### src/rtl/bcd_pkg.sv
// Shared types, constants and BCD helpers for the BCD event timer.
package bcd_pkg;

   typedef enum logic [1:0] {
      StIdle = 2'd0,
      StLoad = 2'd1,
      StRun  = 2'd2
   } state_e;

   localparam logic [3:0]  BCD_MAX    = 4'd9;
   localparam int unsigned MAX_DIGITS = 8;
   localparam int unsigned MAX_W      = 4 * MAX_DIGITS;

   function automatic logic bcd_valid(input logic [3:0] nibble);
      return nibble <= BCD_MAX;
   endfunction

   // Checks the low 'digits' nibbles of a zero-extended value.
   function automatic logic bcd_all_valid(input logic [MAX_W-1:0] value,
                                          input int unsigned digits);
      logic ok;
      ok = 1'b1;
      for (int unsigned i = 0; i < MAX_DIGITS; i++) begin
         if (i < digits && !bcd_valid(value[4*i +: 4])) begin
            ok = 1'b0;
         end
      end
      return ok;
   endfunction

endpackage

### src/rtl/bcd_timer_ctrl_if.sv
// Control/status bundle between register logic and the BCD timer.
interface bcd_timer_ctrl_if #(
   parameter int unsigned Digits = 4
) ();

   logic                  start;
   logic                  stop;
   logic                  mode;
   logic [4*Digits-1:0]   preset;
   logic [4*Digits-1:0]   limit;
   logic                  tick;
   logic [4*Digits-1:0]   count;
   logic                  busy;
   logic                  done;
   logic                  err;

   modport master (
      output start, stop, mode, preset, limit, tick,
      input  count, busy, done, err
   );

   modport slave (
      input  start, stop, mode, preset, limit, tick,
      output count, busy, done, err
   );

endinterface

### src/rtl/bcd_digit.sv
// One decade stage: synchronous load, count on carry-in, carry-out at 9.
module bcd_digit
   import bcd_pkg::*;
(
   input  logic       clk,
   input  logic       rst_n,
   input  logic       ld_i,
   input  logic [3:0] d_i,
   input  logic       cai_i,
   input  logic       en_i,
   output logic [3:0] q_o,
   output logic       cao_o
);

   logic [3:0] q_d, q_q;

   // Load wins over counting; a stage at 9 wraps to 0.
   always_comb begin
      q_d = q_q;
      if (ld_i) begin
         q_d = d_i;
      end else if (en_i && cai_i) begin
         q_d = (q_q == BCD_MAX) ? 4'd0 : q_q + 4'd1;
      end
   end

   // Digit register, cleared by the controller reset.
   always_ff @(posedge clk or negedge rst_n) begin
      if (!rst_n) begin
         q_q <= 4'd0;
      end else begin
         q_q <= q_d;
      end
   end

   assign q_o   = q_q;
   assign cao_o = en_i && cai_i && (q_q == BCD_MAX);

endmodule

### src/rtl/bcd_timer_ctrl.sv
// Sequencer for a cascaded BCD decade counter chain with one-shot/auto-reload.
module bcd_timer_ctrl
   import bcd_pkg::*;
#(
   parameter int unsigned Digits = 4
) (
   input  logic                  clk,
   input  logic                  rst_n,
   bcd_timer_ctrl_if.slave       bus
);

   localparam int unsigned W = 4 * Digits;

   state_e         state_d, state_q;
   logic [W-1:0]   preset_d, preset_q;
   logic [W-1:0]   limit_d, limit_q;
   logic           mode_d, mode_q;
   logic           busy_d, busy_q;
   logic           done_d, done_q;
   logic           err_d, err_q;

   logic           start_ok;
   logic           hit;
   logic           capture;
   logic           ld;
   logic           cai0;
   logic           run;
   logic [W-1:0]   count_w;
   logic [Digits:0] carry;
   logic           unused_carry_top;

   assign start_ok = bcd_all_valid(MAX_W'(bus.preset), Digits) &&
                     bcd_all_valid(MAX_W'(bus.limit), Digits);
   assign hit      = (count_w == limit_q);
   assign run      = (state_q == StRun);

   // State register.
   always_ff @(posedge clk or negedge rst_n) begin
      if (!rst_n) begin
         state_q <= StIdle;
      end else begin
         state_q <= state_d;
      end
   end

   // Next-state logic; in RUN the priority is STOP > START > TICK.
   always_comb begin
      state_d = state_q;
      unique case (state_q)
         StIdle: begin
            if (bus.start && start_ok) state_d = StLoad;
         end
         StLoad: begin
            state_d = StRun;
         end
         StRun: begin
            if (bus.stop) begin
               state_d = StIdle;
            end else if (bus.start) begin
               if (start_ok) state_d = StLoad;
            end else if (bus.tick && hit && !mode_q) begin
               state_d = StIdle;
            end
         end
         default: state_d = StIdle;
      endcase
   end

   // Output decode: capture, chain load, chain carry-in and status pulses.
   always_comb begin
      capture = 1'b0;
      ld      = 1'b0;
      cai0    = 1'b0;
      done_d  = 1'b0;
      err_d   = 1'b0;
      unique case (state_q)
         StIdle: begin
            if (bus.start) begin
               if (start_ok) capture = 1'b1;
               else          err_d   = 1'b1;
            end
         end
         StLoad: begin
            ld = 1'b1;
         end
         StRun: begin
            if (bus.stop) begin
               // Abort: count holds.
            end else if (bus.start) begin
               if (start_ok) capture = 1'b1;
               else          err_d   = 1'b1;
            end else if (bus.tick) begin
               if (hit) begin
                  done_d = 1'b1;
                  // Reload replaces the increment so no tick is lost.
                  ld     = mode_q;
               end else begin
                  cai0 = 1'b1;
               end
            end
         end
         default: ;
      endcase
      busy_d = (state_d != StIdle);
   end

   // Settings are only captured on an accepted START.
   always_comb begin
      preset_d = preset_q;
      limit_d  = limit_q;
      mode_d   = mode_q;
      if (capture) begin
         preset_d = bus.preset;
         limit_d  = bus.limit;
         mode_d   = bus.mode;
      end
   end

   // Capture and status registers.
   always_ff @(posedge clk or negedge rst_n) begin
      if (!rst_n) begin
         preset_q <= '0;
         limit_q  <= '0;
         mode_q   <= 1'b0;
         busy_q   <= 1'b0;
         done_q   <= 1'b0;
         err_q    <= 1'b0;
      end else begin
         preset_q <= preset_d;
         limit_q  <= limit_d;
         mode_q   <= mode_d;
         busy_q   <= busy_d;
         done_q   <= done_d;
         err_q    <= err_d;
      end
   end

   assign carry[0] = cai0;

   for (genvar i = 0; i < Digits; i++) begin : g_digit
      bcd_digit u_digit (
         .clk   (clk),
         .rst_n (rst_n),
         .ld_i  (ld),
         .d_i   (preset_q[4*i +: 4]),
         .cai_i (carry[i]),
         .en_i  (run),
         .q_o   (count_w[4*i +: 4]),
         .cao_o (carry[i+1])
      );
   end

   // Full-chain wrap carries no flag.
   assign unused_carry_top = carry[Digits];

   assign bus.count = count_w;
   assign bus.busy  = busy_q;
   assign bus.done  = done_q;
   assign bus.err   = err_q;

endmodule

### src/flat_wrapper.sv
// flat-port wrapper written by rule: the top's interface ports become plain ports
module bcd_timer_ctrl_flat import bcd_pkg::*;
#(
   parameter int unsigned Digits = 4
)
  (clk, rst_n, bus_start, bus_stop, bus_mode, bus_preset, bus_limit, bus_tick, bus_count, bus_busy, bus_done, bus_err);
  bcd_timer_ctrl_if #(.Digits(Digits)) bus_i ();
  input  logic clk;
  input  logic rst_n;
  input wire logic [$bits(bus_i.start)-1:0] bus_start;
  input wire logic [$bits(bus_i.stop)-1:0] bus_stop;
  input wire logic [$bits(bus_i.mode)-1:0] bus_mode;
  input wire logic [$bits(bus_i.preset)-1:0] bus_preset;
  input wire logic [$bits(bus_i.limit)-1:0] bus_limit;
  input wire logic [$bits(bus_i.tick)-1:0] bus_tick;
  output wire logic [$bits(bus_i.count)-1:0] bus_count;
  output wire logic [$bits(bus_i.busy)-1:0] bus_busy;
  output wire logic [$bits(bus_i.done)-1:0] bus_done;
  output wire logic [$bits(bus_i.err)-1:0] bus_err;
  assign bus_i.start = bus_start;
  assign bus_i.stop = bus_stop;
  assign bus_i.mode = bus_mode;
  assign bus_i.preset = bus_preset;
  assign bus_i.limit = bus_limit;
  assign bus_i.tick = bus_tick;
  assign bus_count = bus_i.count;
  assign bus_busy = bus_i.busy;
  assign bus_done = bus_i.done;
  assign bus_err = bus_i.err;
  bcd_timer_ctrl #(.Digits(Digits)) u_core (.clk(clk), .rst_n(rst_n), .bus(bus_i));
endmodule
### config.mk
export PLATFORM = sky130hd
export DESIGN_NAME = bcd_timer_ctrl_flat
export DESIGN_NICKNAME = d
export VERILOG_FILES = /design/src/rtl/bcd_pkg.sv /design/src/rtl/bcd_timer_ctrl_if.sv /design/src/rtl/bcd_digit.sv /design/src/rtl/bcd_timer_ctrl.sv /design/src/flat_wrapper.sv
export SDC_FILE = /design/constraint.sdc
export NUM_CORES = 1
export LEC_CHECK = 0
export BUFFER_PORTS_ARGS = -buffer_cell sky130_fd_sc_hd__buf_2
export CAP_MARGIN = 10
export CORE_MARGIN = 8
export CORE_UTILIZATION = 40
export CTS_CLUSTER_SIZE = 20
export DETAILED_ROUTE_END_ITERATION = 16
export GPL_TIMING_DRIVEN = 0
export PLACE_DENSITY_LB_ADDON = 0.1
export SLEW_MARGIN = 20
export SYNTH_ARGS = -nofsm -noshare
export SYNTH_HDL_FRONTEND = slang
export SYNTH_SLANG_ARGS = --single-unit
### constraint.sdc
create_clock -name clk -period 2.3 [get_ports clk]
set_input_delay 0.115 -clock clk [delete_from_list [all_inputs] [get_ports clk]]
set_output_delay 0.115 -clock clk [all_outputs]
set_load 0.1 [all_outputs]
## Word-level counts from Yosys, hierarchy flattened

Index checks and enable logic that the tools add are counted.

- Order comparisons: 8
- Add/sub/neg operators: 4
- Mux-type cells: 49
- Reductions and logical operators: 18
- Equality and inequality tests: 7

Operators with widths:

| cell | count |
|---|---|
| $mux 4 | 12 |
| $le 4x4->1 const B | 8 |
| $mux 1 | 28 |
| $add 4x1->4 const B | 4 |
| $eq 16x16->1 | 1 |
| $eq 4x4->1 const B | 4 |
| $logic_and 1x1->1 | 11 |
| $mux 2 | 5 |
| $reduce_bool 2->1 | 5 |
| $pmux 1 s2 | 3 |
| $pmux 2 s3 | 1 |
| $eq 2x1->1 const B | 1 |
| $eq 2x2->1 const B | 1 |
| $logic_not 2->1 | 1 |
| $logic_not 1->1 | 1 |

- Register bits after elaboration: 54
- Output and inout port bits: 19
- Logic and storage cells: 97
- Bits of input ports: 38

## Depth between registers and ports, before layout

Gate-level depths: netlist of the first run.

- Word-level depth: 15
- Mapped depth: 8
- Depth with buffers taken out: 8

## Hierarchy

A second synthesis of the first run with hierarchy kept.

- Cells, all modules: 242
- Area total of the unflattened synthesis: 2,766.4 sq um

Modules (own cells, without submodules):

| module | times used | seq. area each (sq um) | cells an instance | area an instance (sq um) |
|---|---|---|---|---|
| bcd_timer_ctrl | 1 | 950.9 | 130 | 1,775.5 |
| bcd_digit | 4 | 100.1 | 28 | 247.7 |

## Worst setup path after synthesis of the first run

No wires, ideal clock.

- Kind: register to register
- Start point: register u_core.g_digit[0].u_digit.q_q[1]
- End point: register u_core.busy_q (netlist: u_core.bus.busy)
- Path buffers: 1
- Setup time: 134 ps
- Cell stages (with the launch flop): 8
- Path slack: -311 ps
- Required time: 2,166 ps
- Arrival time: 2,477 ps
- Cell sequence: dfrtp_1 > buf_2 > xor2_1 > nor4_1 > nand4_1 > or4b_1 > a21oi_2 > a221oi_1

- Longest elaborated chain between the ends: 8

RTL lines:

| item | RTL line | text |
|---|---|---|
| from (decl) | bcd_digit.sv:15 | `logic [3:0] q_d, q_q;` |
| from (signal assigned) | bcd_digit.sv:32 | `q_q <= q_d;` |
| $eq 16x16->1 | bcd_timer_ctrl.sv:34 | `assign hit = (count_w == limit_q);` |
| $logic_and 1x1->1 (2 in series) | bcd_timer_ctrl.sv:61 | `end else if (bus.tick && hit && !mode_q) begin` |
| $mux 2 | bcd_timer_ctrl.sv:61 |  |
| $mux 2 | bcd_timer_ctrl.sv:59 | `end else if (bus.start) begin` |
| $mux 2 | bcd_timer_ctrl.sv:57 | `if (bus.stop) begin` |
| $pmux 2 s3 | bcd_timer_ctrl.sv:49 | `unique case (state_q)` |
| $reduce_bool 2->1 | bcd_timer_ctrl.sv:104 | `busy_d = (state_d != StIdle);` |
| net u_core.busy_d | bcd_timer_ctrl.sv:18 | `logic busy_d, busy_q;` |
| to (signal assigned) | bcd_timer_ctrl.sv:132 | `busy_q <= busy_d;` |
| to (decl) | bcd_timer_ctrl.sv:18 |  |

The timed path passes the listed nets, and every way through them passes these cells.
A chain may end at the register's enable or synchronous reset.

## Worst setup path in the final report of the first run

- Start point: register u_core.g_digit[0].u_digit.q_q[1]
- End point: register u_core.state_q[1]

- Longest elaborated chain between the ends: 7

RTL lines:

| item | RTL line | text |
|---|---|---|
| $eq 16x16->1 | bcd_timer_ctrl.sv:34 |  |
| $logic_and 1x1->1 (2 in series) | bcd_timer_ctrl.sv:61 |  |
| $mux 2 | bcd_timer_ctrl.sv:61 |  |
| $mux 2 | bcd_timer_ctrl.sv:59 |  |
| $mux 2 | bcd_timer_ctrl.sv:57 |  |
| $pmux 2 s3 | bcd_timer_ctrl.sv:49 |  |
| net u_core.state_d[1] | bcd_timer_ctrl.sv:14 | `state_e state_d, state_q;` |
| to (signal assigned) | bcd_timer_ctrl.sv:40 | `state_q <= StIdle;` |
| to (signal assigned) | bcd_timer_ctrl.sv:42 | `state_q <= state_d;` |
| to (decl) | bcd_timer_ctrl.sv:14 |  |

The timed path passes the listed nets, and every way through them passes these cells.

==> flow_summary.json, run 1 <==
{
  "drc": 0,
  "worst_setup_path_start_kind": "register",
  "peakVddDrop_mv": 0.4072,
  "clk_pin_slew_worst_paths_ns": 0.10,
  "synthFlopType": "dfrtp_1",
  "intPower_w": 0.002059,
  "crit_type": "reg -> reg",
  "seqPwrFrac_pct": 39.7,
  "hold_viol": 0,
  "drv_cap": 0,
  "diodes": 0,
  "drt_first_pass_iters": 4,
  "reg2reg_depth": 8,
  "grt_max_degree": 55,
  "power.leakage_nw": 1.603,
  "die_height_microns": 98.39,
  "drive_gt1_share_pct": 41.67,
  "grt_use_total_pct": 14.24,
  "ff2ff_setup_slack_ns": 0.11,
  "yosysWarnings": 0,
  "endpoint_kind": "register",
  "vias": 2040,
  "dp.final_hpwl_microns": 4991,
  "wl_per_cell_microns": 16.92,
  "slew_headroom_pct": 52.82,
  "r2r_start": "u_core.g_digit[0].u_digit.q_o[1]",
  "cts.sinks": 54,
  "finalCritPeriodShare_pct": 95.32,
  "setup_violations": 0,
  "first_iter_violations": 58,
  "whs_path_depth": 2,
  "stdcell_count": 392,
  "worst_pin_slew_ns": 0.7077,
  "areaGrowthSynthToFinish_pct": 20.97,
  "synth_top_cell_area_share_pct": 49.77,
  "synth_top_area_cell": "dfrtp_1",
  "io_pins": 57,
  "start_util_pct": 40.64,
  "postSynthAreaPerCell_sq_um": 11.17,
  "die-area_sq_um": 9680,
  "wl_microns": 6632,
  "overflow": 0,
  "dpl.cell_count": 379,
  "place_congestion": 0.7903,
  "ant_nets": 0,
  "worstPathRequired_ns": 2.50,
  "r2r-end": "u_core.state_q[1]",
  "pwr-share-clk_pct": 14.3,
  "antenna_found_initial": 0,
  "insertion_delay_ns": 0.31,
  "cts-root-buf": "clkbuf_8",
  "power.switching_w": 0.001814,
  "netlist_area_sq_um": 2715,
  "min_to": "u_core.preset_q[0]",
  "yosysMostFrequentCell": "dfrtp_1",
  "power_frac_comb_pct": 46.0,
  "crit_fanout": 7,
  "grt_pass1_wl_microns": 10900,
  "synth_seq_area_share_pct": 49.77,
  "core-area_sq_um": 6681,
  "postSynthRegisterBits": 54,
  "first_global_vias": 2155,
  "utilization_pct": 49.16,
  "yosys-top-cells-area": "dfrtp_1 (50%), mux2_2 (14%), xor2_1 (5.8%)",
  "fin_nets": 353,
  "async_flop_share_pct": 100.0,
  "die_x_microns": 98.39,
  "p_sw_share_pct": 46.84,
  "finalSetupTns_ns": 0,
  "status": "completed",
  "portBuffers": 56,
  "cts.htree.levels": 2,
  "syn_nets": 285,
  "slew_viol_final": 0,
  "fmax_mhz": 456.1,
  "synthTopCellsByCount": "dfrtp_1 (54), mux2_2 (33), o21ai_0 (28)",
  "skew_ns": 0.01115,
  "synth-edff-count": 0,
  "placementRows": 30,
  "crit_arrival_ns": 2.39,
  "grt_setup_unrepaired": "true",
  "viasPerCell": 5.204,
  "cts_buffer_depth": 2,
  "numCtsBuffers": 5,
  "p_per_area_nw_per_um2": 1179,
  "synth_cell_type_count": 33,
  "hold_path_startpoint": "bus_preset[0]",
  "min_period_ns": 2.192,
  "cts_tree": "yes",
  "hold_path.class": "in -> reg",
  "synthCells": 243
}
[layer usage]
layer / routed length, microns / share of wire [%] / up-vias / global-route usage [%]
met3: 294 / 4.4 / 5 / 4.054
met1: 3148 / 47 / 1004 / 17.89
met5: 0 / 0 / - / 0
li1: - / - / 993 / -
met4: 77 / 1.2 / 0 / 4.250
met2: 3111 / 47 / 38 / 23.08
[through the flow]
stage	setup WS [ns]	total power, W	hold slack (ns)	cell area, sq um
floorplan	0.003493	0.002939	-0.1806	2749
global placement	-0.1841	0.003304	0.3483	3129
detailed placement	-0.1916	0.003323	0.2160	3132
CTS	0.02387	0.003899	0.02391	3262
global route	-0.06059	0.004096	0.02341	3284
finish	0.1077	0.003874	0.02861	3284
[power groups by stage]
stage	Clock, W	Sequential (W)	Combinational, W
6_report	0.000553	0.00154	0.00178
3_3_place_gp	0	0.00155	0.00175
3_5_place_dp	0	0.00156	0.00176
2_1_floorplan	0	0.00226	0.000677
4_1_cts	0.000576	0.00154	0.00178
5_1_grt	0.000605	0.00158	0.00191
[repair_timing]
item | CTS | global route
hold endpoints to repair | 54 | 0
setup buffers | 3 | 1
endpoints found under the setup margin | 46 | 38
pin swaps | 1 | 3
hold buffers | 1 | 0
resized for setup | 2 | 5
[layout make-up]
type | instances | area, sq um
plain buffers | 10 | 72.57
clock buffers | 7 | 86.33
clock inverters | 1 | 5.005
fillers | 652 | 3397
inverters | 8 | 30.03
multi-input cells | 171 | 1289
flip-flops and latches | 54 | 1379
well taps | 80 | 100.1
repair buffers | 61 | 322.8
[cell usage in the layout, fill, tap and decap left out, types with 2 or more instances in the layout]
| cell | count |
|---|---|
| a21oi_1 | 5 |
| inv_1 | 8 |
| a31oi_1 | 2 |
| ha_1 | 4 |
| nor3b_1 | 2 |
| xnor2_1 | 6 |
| and3_1 | 4 |
| buf_2 | 58 |
| dfrtp_4 | 3 |
| dfrtp_1 | 38 |
| a22o_1 | 2 |
| clkbuf_4 | 2 |
| mux2_2 | 33 |
| nand2_1 | 21 |
| xor2_1 | 18 |
| nor2_1 | 4 |
| buf_4 | 5 |
| mux2i_1 | 10 |
| o21ai_0 | 28 |
| clkbuf_8 | 6 |
| nor4_1 | 3 |
| buf_6 | 3 |
| nand4_1 | 7 |
| nand3_1 | 6 |
| dfrtp_2 | 13 |
| nor2b_1 | 3 |
[worst max-delay path, stage by stage (launching register included)]
cell	delay, ns
dfrtp_4	0.48
buf_6	0.14
xor2_1	0.16
nor4_1	0.16
nand4_1	0.12
buf_4	0.17
or4b_4	0.51
a21oi_2	0.21
o22ai_1	0.12
[kinds of logic (layout without fill, tap and decap cells)]
group	after synthesis	count (layout)	share of synthesized area (%)
fa+ha+maj	4	4	1.843
simple gates	57	57	11.06
xor+xnor	24	24	7.742
buf+inv	18	87	3.318
compound gates	43	43	8.894
flops	54	54	49.77
mux	43	43	17.37
[worst max-delay path by stage]
stage | to | cells past startpoint | from | slack [ns]
finish | u_core.state_q[1] | 8 | u_core.g_digit[0].u_digit.q_o[1] | 0.11
global route | u_core.bus.busy | 8 | u_core.g_digit[0].u_digit.q_o[1] | -0.06
CTS | u_core.preset_q[7] | 7 | u_core.state_q[0] | 0.02
detailed placement | u_core.g_digit[1].u_digit.q_o[1] | 7 | u_core.g_digit[0].u_digit.q_o[1] | -0.19
global placement | u_core.g_digit[0].u_digit.q_o[1] | 7 | u_core.g_digit[0].u_digit.q_o[1] | -0.18
floorplan | u_core.bus.busy | 7 | u_core.g_digit[0].u_digit.q_o[1] | 0.003
[sequential cells by signal (all words and copies together), names as in the netlist]
register / flops
u_core.mode_q: 1
u_core.state_q: 2
u_core.g_digit.u_digit.q_o: 16
u_core.bus.done: 1
u_core.bus.err: 1
u_core.preset_q: 16
u_core.bus.busy: 1
u_core.limit_q: 16
Power figures use the tool's default switching activity.
==> run 2: changes to the inputs <==
--- a/config.mk
+++ b/config.mk
@@ -16,4 +16,5 @@
 export SLEW_MARGIN = 20
 export SYNTH_ARGS = -nofsm -noshare
 export SYNTH_HDL_FRONTEND = slang
+export SYNTH_HIERARCHICAL = 1
 export SYNTH_SLANG_ARGS = --single-unit
==> flow_summary.json, run 2 <==
{
  "grt_use_met3_pct": 3.312,
  "synthCells": 241,
  "pwr-share-clk_pct": 13.3,
  "start_util_pct": 41.04,
  "stdcell_count": 424,
  "cts.htree.levels": 2,
  "power.leakage_nw": 1.742,
  "worstPathRequired_ns": 2.49,
  "insertion_delay_ns": 0.30,
  "drc": 0,
  "wl_microns": 7020,
  "setup_violations": 12,
  "place_congestion": 0.7784,
  "wl_per_cell_microns": 16.56,
  "drv_cap": 0,
  "endpoint_kind": "register",
  "overflow": 0,
  "io_pins": 57,
  "pre_cts_ws_ns": -1.212,
  "whs_path_depth": 2,
  "r2r-end": "u_core/g_digit[3].u_digit/q_o[1]",
  "most-common-layout-cells": "buf_2 (57), dfrtp_1 (37), buf_4 (34), mux2_2 (31), nand2_1 (22)",
  "total_power_w": 0.004078,
  "final_common_cell": "buf_2",
  "core-area_sq_um": 6719,
  "finalCritPeriodShare_pct": 136.3,
  "grt_use_total_pct": 14.39,
  "cts_tree": "yes",
  "reg2reg_depth": 14,
  "worst_pin_slew_ns": 0.7167,
  "areaGrowthSynthToFinish_pct": 41.74,
  "portBuffers": 56,
  "intPower_w": 0.002273,
  "min_to": "u_core/preset_q[4]",
  "grt_setup_unrepaired": "true",
  "crit_type": "reg -> reg",
  "antenna_found_initial": 0,
  "skew_ns": 0.008728,
  "hold_viol": 0,
  "seqPwrFrac_pct": 38.1,
  "diodes": 0,
  "clk_pin_slew_worst_paths_ns": 0.10,
  "crit_arrival_ns": 3.33,
  "first_iter_violations": 53,
  "status": "finished, violations left",
  "syn_nets": 283,
  "dp.final_hpwl_microns": 4902,
  "grt_pass1_wl_microns": 11230,
  "power.switching_w": 0.001806,
  "worst_setup_path_start_kind": "register",
  "hold_path.class": "in -> reg",
  "cts.sinks": 54,
  "crit_fanout": 3,
  "postSynthAreaPerCell_sq_um": 11.44,
  "p_per_area_nw_per_um2": 1043,
  "failed_checks": "setup timing",
  "p_sw_share_pct": 44.27,
  "grt_busiest_layer": "met2",
  "cts-root-buf": "clkbuf_8",
  "dpl.cell_count": 377,
  "min_period_ns": 3.134,
  "ant_nets": 0,
  "cts_buffer_depth": 2,
  "met1_usage_pct": 18.99,
  "die_height_microns": 99.03,
  "hold_path_startpoint": "bus_preset[4]",
  "first_global_vias": 2263,
  "peakVddDrop_mv": 0.4899,
  "ff2ff_setup_slack_ns": -0.83,
  "r2r_start": "u_core/state_q[0]",
  "slew_headroom_pct": 52.22,
  "yosysWarnings": 6,
  "drive_gt1_share_pct": 56.69,
  "startpoint": "u_core/state_q[0]",
  "power_frac_comb_pct": 48.6,
  "grt_max_degree": 55,
  "placementRows": 30,
  "grtUsageMet2_pct": 23.13,
  "netlist_area_sq_um": 2758,
  "fmax_mhz": 319.1,
  "layout_setup_ws_ns": -0.8341,
  "drt_first_pass_iters": 4,
  "slew_viol_final": 0,
  "viasPerCell": 5.137,
  "die_x_microns": 99.03,
  "numCtsBuffers": 5,
  "fin_nets": 385,
  "die-area_sq_um": 9807,
  "vias": 2178
}
[run 2: how the worst max path moves through the flow]
stage	end	depth (start not counted)
6_report	u_core/g_digit[3].u_digit/q_o[1]	14
5_1_grt	u_core/g_digit[3].u_digit/q_o[1]	14
4_1_cts	u_core/g_digit[3].u_digit/q_o[3]	14
3_5_place_dp	u_core/g_digit[3].u_digit/q_o[1]	14
3_3_place_gp	u_core/g_digit[3].u_digit/q_o[1]	14
2_1_floorplan	u_core/g_digit[3].u_digit/q_o[3]	14
[run 2: what timing repair did]
item | CTS | global route
endpoints found under the setup margin | 46 | 16
hold buffers | 1 | 0
cloned | 0 | 0
pin swaps | 13 | 17
resized for setup | 14 | 33
buffers inserted | 22 | 16
hold endpoints to repair | 54 | 0
[run 2: worst max-delay path, stage by stage (launching register included)]
cell	delay (ns)
dfrtp_1	0.40
inv_2	0.09
ha_4	0.13
nor2b_4	0.13
nor2b_4	0.16
nor2b_4	0.18
nand3_4	0.10
nor4b_4	0.28
nand3_2	0.15
nor4b_4	0.35
nand3_2	0.15
nor4b_4	0.29
nand3_2	0.14
buf_4	0.16
a221o_2	0.32
[run 2: per-stage QoR]
stage / hold slack [ns] / utilization [%] / setup TNS (ns) / area (sq um)
after floorplan: -0.1806 / - / -4.150 / 2927
after global placement: 0.3468 / 49.22 / -9.199 / 3307
after detailed placement: 0.2173 / 49.26 / -8.804 / 3309
after CTS: 0.02344 / 53.91 / -6.273 / 3622
after global routing: 0.02785 / 58.18 / -7.480 / 3909
final: 0.03395 / 58.18 / -5.219 / 3909
[run 2: final cells by class]
cell class,instances,area (sq um)
fillers,581,2810
multi-input cells,173,1612
flip-flops and latches,54,1413
repair buffers,95,596.8
well taps,80,100.1
clock buffers,7,86.33
plain buffers,7,70.07
inverters,7,26.28
clock inverters,1,5.005
[run 2: power by group through the flow]
stage                     registers [W]  clock network [W]  logic [W]
final                           0.00155           0.000541    0.00198
after global routing            0.00159           0.000593    0.00211
after CTS                       0.00154           0.000572    0.00179
after detailed placement        0.00161                  0    0.00162
after global placement          0.00160                  0    0.00161
after floorplan                 0.00219                  0   0.000682
[run 2: metal layers]
layer | wire length, microns | vias to the layer above
met3 | 279 | 5
met4 | 63 | 0
met1 | 3328 | 1064
li1 | - | 1065
met2 | 3348 | 44
met5 | 0 | -
